--- src/rtl/seq_pattern_tx.sv ---
// Serial pattern transmitter: loads a parallel pattern over valid/ready and shifts it out MSB-first, optionally repeated.
// Optional build macro SEQ_PATTERN_TX_PARITY_EN appends an even-parity bit after every repetition.
module seq_pattern_tx #(
  parameter int WIDTH = 8,
  parameter int LEN_W = 3,
  parameter int REP_W = 4
) (
  input  logic             clk,
  input  logic             reset,
  input  logic             load_valid,
  output logic             load_ready,
  input  logic [WIDTH-1:0] load_data,
  input  logic [LEN_W-1:0] load_len,
  input  logic [REP_W-1:0] load_rep,
  input  logic             en,
  output logic             out,
  output logic             bit_valid,
  output logic             done
);

  typedef enum logic [1:0] {
    IDLE  = 2'd0,
    SHIFT = 2'd1,
    DONE  = 2'd2
  } state_t;

  localparam logic [LEN_W-1:0] LEN_MAX = LEN_W'(WIDTH - 1);

  state_t           state_r;
  logic [WIDTH-1:0] data_r;
  logic [LEN_W-1:0] len_r;
  logic [LEN_W-1:0] idx_r;
  logic [REP_W-1:0] rep_r;
  logic             out_r;
  logic             bit_valid_r;
  logic             done_r;
  logic             load_ready_r;
  logic [LEN_W-1:0] len_s;
  logic             last_s;

  // Bit select by a LEN_W-wide index, safe for any WIDTH <= 2**LEN_W
  function automatic logic bit_at(input logic [WIDTH-1:0] d, input logic [LEN_W-1:0] idx);
    logic b;
    b = 1'b0;
    for (int i = 0; i < WIDTH; i++) begin
      if (LEN_W'(i) == idx) b = d[i];
    end
    return b;
  endfunction

`ifdef SEQ_PATTERN_TX_PARITY_EN
  logic par_phase_r;

  // Even parity over bits [n:0] of the pattern
  function automatic logic parity_of(input logic [WIDTH-1:0] d, input logic [LEN_W-1:0] n);
    logic p;
    p = 1'b0;
    for (int i = 0; i < WIDTH; i++) begin
      if (LEN_W'(i) <= n) p = p ^ d[i];
    end
    return p;
  endfunction
`endif

  // Clamp the requested length to the pattern register and flag the final pattern bit
  always_comb begin
    len_s  = load_len;
    last_s = 1'b0;
    if (load_len > LEN_MAX) begin
      len_s = LEN_MAX;
    end else begin
      len_s = load_len;
    end
    if (idx_r == {LEN_W{1'b0}}) begin
      last_s = 1'b1;
    end else begin
      last_s = 1'b0;
    end
  end

  // Transmit FSM with registered outputs
  always_ff @(posedge clk) begin
    if (reset) begin
      state_r      <= IDLE;
      data_r       <= {WIDTH{1'b0}};
      len_r        <= {LEN_W{1'b0}};
      idx_r        <= {LEN_W{1'b0}};
      rep_r        <= {REP_W{1'b0}};
      out_r        <= 1'b0;
      bit_valid_r  <= 1'b0;
      done_r       <= 1'b0;
      load_ready_r <= 1'b1;
`ifdef SEQ_PATTERN_TX_PARITY_EN
      par_phase_r  <= 1'b0;
`endif
    end else begin
      case (state_r)
        IDLE: begin
          done_r <= 1'b0;
          if (load_valid) begin
            data_r       <= load_data;
            len_r        <= len_s;
            idx_r        <= len_s;
            rep_r        <= load_rep;
            out_r        <= bit_at(load_data, len_s);
            bit_valid_r  <= 1'b1;
            load_ready_r <= 1'b0;
            state_r      <= SHIFT;
          end else begin
            out_r        <= 1'b0;
            bit_valid_r  <= 1'b0;
            load_ready_r <= 1'b1;
          end
        end
        SHIFT: begin
          if (en) begin
            if (!last_s) begin
              idx_r <= idx_r - 1'b1;
              out_r <= bit_at(data_r, idx_r - 1'b1);
            end
`ifdef SEQ_PATTERN_TX_PARITY_EN
            else if (!par_phase_r) begin
              par_phase_r <= 1'b1;
              out_r       <= parity_of(data_r, len_r);
            end
`endif
            else if (rep_r != {REP_W{1'b0}}) begin
              // Restart the pattern on the very next bit slot, no gap
              rep_r <= rep_r - 1'b1;
              idx_r <= len_r;
              out_r <= bit_at(data_r, len_r);
`ifdef SEQ_PATTERN_TX_PARITY_EN
              par_phase_r <= 1'b0;
`endif
            end else begin
              out_r       <= 1'b0;
              bit_valid_r <= 1'b0;
              done_r      <= 1'b1;
              state_r     <= DONE;
`ifdef SEQ_PATTERN_TX_PARITY_EN
              par_phase_r <= 1'b0;
`endif
            end
          end
        end
        DONE: begin
          done_r       <= 1'b0;
          load_ready_r <= 1'b1;
          state_r      <= IDLE;
        end
        default: begin
          state_r      <= IDLE;
          out_r        <= 1'b0;
          bit_valid_r  <= 1'b0;
          done_r       <= 1'b0;
          load_ready_r <= 1'b1;
        end
      endcase
    end
  end

  assign out        = out_r;
  assign bit_valid  = bit_valid_r;
  assign done       = done_r;
  assign load_ready = load_ready_r;

endmodule

--- config.mk ---
export PLATFORM = sky130hd
export DESIGN_NAME = seq_pattern_tx
export DESIGN_NICKNAME = d
export VERILOG_FILES = /design/src/rtl/seq_pattern_tx.sv
export SDC_FILE = /design/constraint.sdc
export NUM_CORES = 1
export LEC_CHECK = 0
export BUFFER_PORTS_ARGS = -buffer_cell sky130_fd_sc_hd__buf_4
export CORE_MARGIN = 2
export CORE_UTILIZATION = 30
export CTS_BUF_LIST = sky130_fd_sc_hd__clkbuf_2 sky130_fd_sc_hd__clkbuf_4 sky130_fd_sc_hd__clkbuf_8
export DETAILED_ROUTE_END_ITERATION = 12
export GPL_TIMING_DRIVEN = 0
export SYNTH_ARGS = -nofsm -noshare
export SYNTH_HDL_FRONTEND = slang
export SYNTH_SLANG_ARGS = --single-unit
--- constraint.sdc ---
create_clock -name clk -period 2 [get_ports clk]
set_clock_uncertainty 0.1 [all_clocks]
set_input_delay 0.4 -clock clk [delete_from_list [all_inputs] [get_ports clk]]
set_output_delay 0.4 -clock clk [all_outputs]
set_load 0.05 [all_outputs]
Yosys cells after proc, flatten, opt, wreduce, memory -nomap -nowiden
Cells that the tools add are included.
{"block": "classes", "addsub": 2, "multipliers": 0, "n_div": 0, "magnitude_cmp": 1, "n_eq_ne": 29, "n_shift": 0, "muxes": 53, "n_bitwise": 3, "reduce_logical": 15}
{"op": "equality test 3 bit, first input constant", "count": 12}
{"op": "two-way mux 1 bit", "count": 34}
{"op": "equality test 2 x 3 -> 1 bit, first input constant", "count": 6}
{"op": "two-way mux 4 bit", "count": 4}
{"op": "two-way mux 3 bit", "count": 5}
{"op": "zero test 3 bit", "count": 4}
{"op": "AND reduction 4 bit", "count": 3}
{"op": "!= test 2 bit, second input constant", "count": 5}
{"op": "equality test 1 x 3 -> 1 bit, first input constant", "count": 3}
{"op": "two-way mux 2 bit", "count": 4}
{"op": "one-hot mux 4 bit (2 select lines)", "count": 1}
{"op": "one-hot mux 1 bit (3 select lines)", "count": 2}
{"op": "one-hot mux 3 bit (2 select lines)", "count": 1}
{"op": "AND reduction 5 bit", "count": 1}
{"op": "one-hot mux 2 bit (2 select lines)", "count": 1}
{"op": "AND reduction 2 bit", "count": 2}
{"op": "nonzero test 4 bit", "count": 1}
{"op": "subtractor 4 x 1 -> 4 bit, second input constant", "count": 1}
{"op": "> comparator 3 bit, second input constant", "count": 1}
{"op": "!= test 3 bit, second input constant", "count": 1}
{"op": "inverter 1 bit", "count": 3}
{"op": "AND reduction 3 bit", "count": 1}
{"op": "subtractor 3 x 1 -> 3 bit, second input constant", "count": 1}
{"op": "equality test 2 x 1 -> 1 bit, second input constant", "count": 1}
{"op": "5 further kinds", "count": 5}
{"block": "totals", "reg_bits": 24, "latchBits": 0, "ramBits": 0, "romBits": 0, "in_bits": 19, "out_inout_bits": 4, "word_cells": 112, "mem_count": 0}

Depth between registers and ports, before layout
{"block": "depth", "depth_word": 13, "depth_mapped": 7, "depth_no_buf": 6}

Worst setup path before layout
OpenSTA, ideal clock, no wires.
{"block": "synth_timing", "path_type": "register to register", "from": "register idx_r[0]", "to": "register rep_r[2]", "setup_ps": 70, "arrival_time_ps": 1623, "required_time_ps": 1830, "path_slack_ps": 207, "stages_incl_launch_ff": 8, "path_buffers": 1, "synth_period_minus_slack_ps": 1793, "path_cell_list": "dfxtp_1 > inv_1 > ha_1 > nor2b_1 > clkbuf_1 > a21oi_1 > or3_1 > a21oi_1"}
{"block": "synth_between", "elab_chain_len": 4}
{"element": "start: declaration", "line": "32", "rtl": "logic [LEN_W-1:0] idx_r;"}
{"element": "start signal: assignment", "line": "87", "rtl": "idx_r <= {LEN_W{1'b0}};"}
{"element": "start signal: assignment", "line": "103", "rtl": "idx_r <= len_s;"}
{"element": "start signal: assignment", "line": "118", "rtl": "idx_r <= idx_r - 1'b1;"}
{"element": "zero test 3 bit", "line": "74", "rtl": "if (idx_r == {LEN_W{1'b0}}) begin"}
{"element": "two-way mux 1 bit", "line": "74"}
{"element": "!= test 2 bit (no source line)"}
{"element": "AND reduction 5 bit (no source line)"}
{"element": "end signal: assignment", "line": "88", "rtl": "rep_r <= {REP_W{1'b0}};"}
{"element": "end signal: assignment", "line": "104", "rtl": "rep_r <= load_rep;"}
{"element": "end signal: assignment", "line": "129", "rtl": "rep_r <= rep_r - 1'b1;"}
{"element": "end: declaration", "line": "33", "rtl": "logic [REP_W-1:0] rep_r;"}
Every way passes these cells.
A chain may end at the register's enable or synchronous reset.

Worst setup path after layout
{"block": "layout_timing", "from": "register idx_r[0]", "to": "register out_r, in the netlist out"}
{"block": "layout_between", "elab_chain_len": 13, "elab_cells_between_ends": 22, "cone_classes": "1 x add/sub; 7 x eq/ne; 12 x mux; 2 x reduce/logical"}
{"element": "subtractor 3 x 1 -> 3 bit", "line": "119", "rtl": "out_r <= bit_at(data_r, idx_r - 1'b1);"}
{"element": "zero test 3 bit", "line": "46", "rtl": "if (LEN_W'(i) == idx) b = d[i];"}
{"element": "two-way mux 1 bit (8 in series)", "line": "46"}
{"element": "two-way mux 1 bit (*)", "line": "117", "rtl": "if (!last_s) begin"}
{"element": "two-way mux 1 bit (*)", "line": "116", "rtl": "if (en) begin"}
{"element": "one-hot mux 1 bit (3 select lines) (*)", "line": "97", "rtl": "case (state_r)"}
{"element": "end signal: assignment", "line": "105", "rtl": "out_r <= bit_at(load_data, len_s);"}
{"element": "end signal: assignment", "line": "119"}
{"element": "end signal: assignment", "line": "131", "rtl": "out_r <= bit_at(data_r, len_r);"}
{"element": "end: declaration", "line": "34", "rtl": "logic out_r;"}
Every way passes the cells marked *; elsewhere a longest branch is shown, timed or not. The select of a mux whose other input is x is not followed.

==> metrics.cfg <==
[logic_synthesis]
synth.largest_area_cell = dfxtp_1
synth_flop_cell = dfxtp_1
ys_warn_count = 0
async_flop_share_pct = 0
synth-edff-count = 0
ys_top_cells_by_area = dfxtp_1 35%, nand2_1 8.6%, a21oi_1 7.6%, ha_1 5.4%, mux4_2 4.9%
syn_area_um2 = 1390
avgSynthCellArea_um2 = 8.32
synth-seq-cells = 24
synth_cell_types = 45
synth-seq-area-share_pct = 34.6
yosys.area.top_type_share_pct = 34.6
synth_nets = 192
synth_cells = 167

[drt]
drc = 0
num_vias = 1279
routed_wl_mm = 3.52
drt_iter0_drc = 64
routedWlPerCell_um = 14.4
ant_nets = 0
via_per_inst = 5.22
drt_pass1_iterations = 4

[critical_path]
startpoint_type = flip-flop
r2r_end = out
ff2ff_setup_slack_ps = 140
cp.arrival_ps = 1900
endpoint_kind = flip-flop
critical-path-top-delay-family = compound AO/OA/AOI/OAI gates
worstPathCellList = inv_1 -> ha_1 -> xnor2_1 -> a2111oi_0 -> o41ai_2
cp_num_buf_inv = 1
worstRegToRegCells = 5
required_ps = 2040
critPathMaxFanout = 4
criticalPathCategory = reg2reg
cp_slowest_stage_delay_ps = 610
slowest_stage = a2111oi_0
crit-reg2reg-launch = idx_r[0]

[final_layout]
nNetsFinal = 219
postLayoutCellArea_um2 = 1710
area_delta_synth_final_pct = 23.1
final_layout_size_suffix_gt1_share_pct = 23.3
antennaDiodeCount = 0
regArea_um2 = 483
final_common_cell = nand2_1
multi_input_area_um2 = 858
post-route-util_pct = 38.7
num-fill-cells = 472
layout_common_cells = 32 x nand2_1, 22 x dfxtp_1, 22 x buf_4

[floorplan]
dieArea_um2 = 5190
row_count = 24
fp.coreArea_um2 = 4410
start_util_pct = 31.5
io_pins = 23
die_y_um = 72.0
die_w_um = 72.0

[global_routing]
grt_usage_pct = 15.1
grt-ovfl-total = 0
busiest_layer = met2
grt_max_degree = 15
grtUsageMet1_pct = 21.5
grt_pass1_vias = 1276
antenna_found_initial = 0
use_met2_pct = 24.2
grt_pass1_wl_mm = 6.15
grt_use_met3_pct = 2.92

[placement]
dp_hpwl_mm = 2.69
gp_congestion = 0.803
place_ws_ps = -80.5
post_dp_cell_area_um2 = 1620
io_buffers = 22

[clock_network]
cts_buffers = 3
root_buffer = clkbuf_8
clkSinkCount = 24
cts.clk_slew.worst_paths_ps = 90
htreeDepth = 1
insertion_delay_ps = 270
clockBufferDepth = 2
cts_tree = yes
cts-hold-fix-buffers = 0

[power_and_ir_drop]
power_density_nw_per_um2 = 852
leakagePower_nw = 0.673
peakVddDrop_mv = 0.426

[sta]
slew_viol_final = 0
setup_viol = 0
slew_headroom_pct = 56.0
setup_slack_ps = 141
min_period_ps = 1860
max_freq_ghz = 0.538
worstMarginPinSlew_ps = 643
hold_viol_final = 0
min_period_over_period_pct = 92.9
rsz0062_at_grt = no

[status]
outcome = completed

[hold_path]
worstHoldPathCells = 2
hold_class = in2reg
hold_end = rep_r[0]
hold_start = reset

[flow_run]
maxCapViolCount = 0

logic make-up (layout without fill, tap and decap cells):
| family | after synthesis | count (layout) | synth area share [%] |
|---|---|---|---|
| AOI/OAI and AO/OA | 48 | 48 | 22.7 |
| adders and majority gates | 6 | 6 | 5.41 |
| buffers and inverters | 14 | 40 | 4.41 |
| muxes | 9 | 9 | 9.46 |
| xor gates and xnor gates | 1 | 1 | 0.631 |
| DFF | 24 | 24 | 34.6 |
| and+or+nand+nor | 65 | 65 | 22.8 |
cell type report:
class	instances	share of cell area, %
Multi-Input combinational cell	129	50.2
Clock buffer	3	2.42
Clock inverter	1	1.76
Buffer	8	2.56
Sequential cell	24	28.3
Tap cell	52	3.81
Timing Repair Buffer	22	9.66
Inverter	6	1.32
how the worst max path moves through the flow:
stage	from	to	cells past startpoint
6_report	idx_r[0]	out	5
5_1_grt	rep_r[0]	idx_r[1]	6
4_1_cts	idx_r[0]	idx_r[0]	7
3_5_place_dp	idx_r[0]	rep_r[2]	7
3_3_place_gp	idx_r[0]	rep_r[2]	7
2_1_floorplan	idx_r[0]	rep_r[2]	7
synth_stat cells (all sizes together), types with 3 or more instances:
| cell type | instances |
|---|---|
| mux4 | 3 |
| nand2 | 32 |
| mux2i | 3 |
| a211oi | 3 |
| buf | 3 |
| nor2 | 10 |
| nand3 | 4 |
| o21ai | 6 |
| ha | 6 |
| a21oi | 21 |
| mux2 | 3 |
| clkbuf | 5 |
| inv | 6 |
| dfxtp | 24 |
| nor3b | 5 |
worst register-to-register path, delay by kind of cell, from the launching register on:
family | cells | cell delay [ps]
buffers and inverters | 1 | 90
xor gates and xnor gates | 1 | 150
adders and majority gates | 1 | 260
DFF | 1 | 360
AOI/OAI and AO/OA | 2 | 770
through the flow:
step,setup TNS (ps),hold slack [ps],total power [W],std cells
after CTS,0,245,0.00146,245
final,0,255,0.00146,245
after detailed placement,-179,351,0.00102,241
after global routing,0,250,0.00156,245
after floorplan,0,345,0.000891,167
after global placement,-36.7,348,0.00102,241
flip-flops by register name, indices dropped and copies added, names as in the netlist:
name	cells
done	1
bit_valid	1
out	1
data_r	8
load_ready	1
rep_r	4
len_r	3
state_r	2
idx_r	3
power by group:
group / switching, W / internal, W / leakage, nW
clock network: 0.000160 / 0.000268 / 0.0357
logic: 0.000253 / 0.000201 / 0.439
registers: 0.0000479 / 0.000527 / 0.198
per-layer routing:
metal | up-vias | routed length, um
li1 | 649 | -
met1 | 615 | 1770
met2 | 13 | 1650
met3 | 2 | 65
met4 | 0 | 27
met5 | - | 0
repair_timing:
item                                    CTS  global route
setup buffers                             0             0
gates resized for setup                   2             7
endpoints found under the setup margin    4             8
Note: power is estimated with default switching activity, not from simulation.
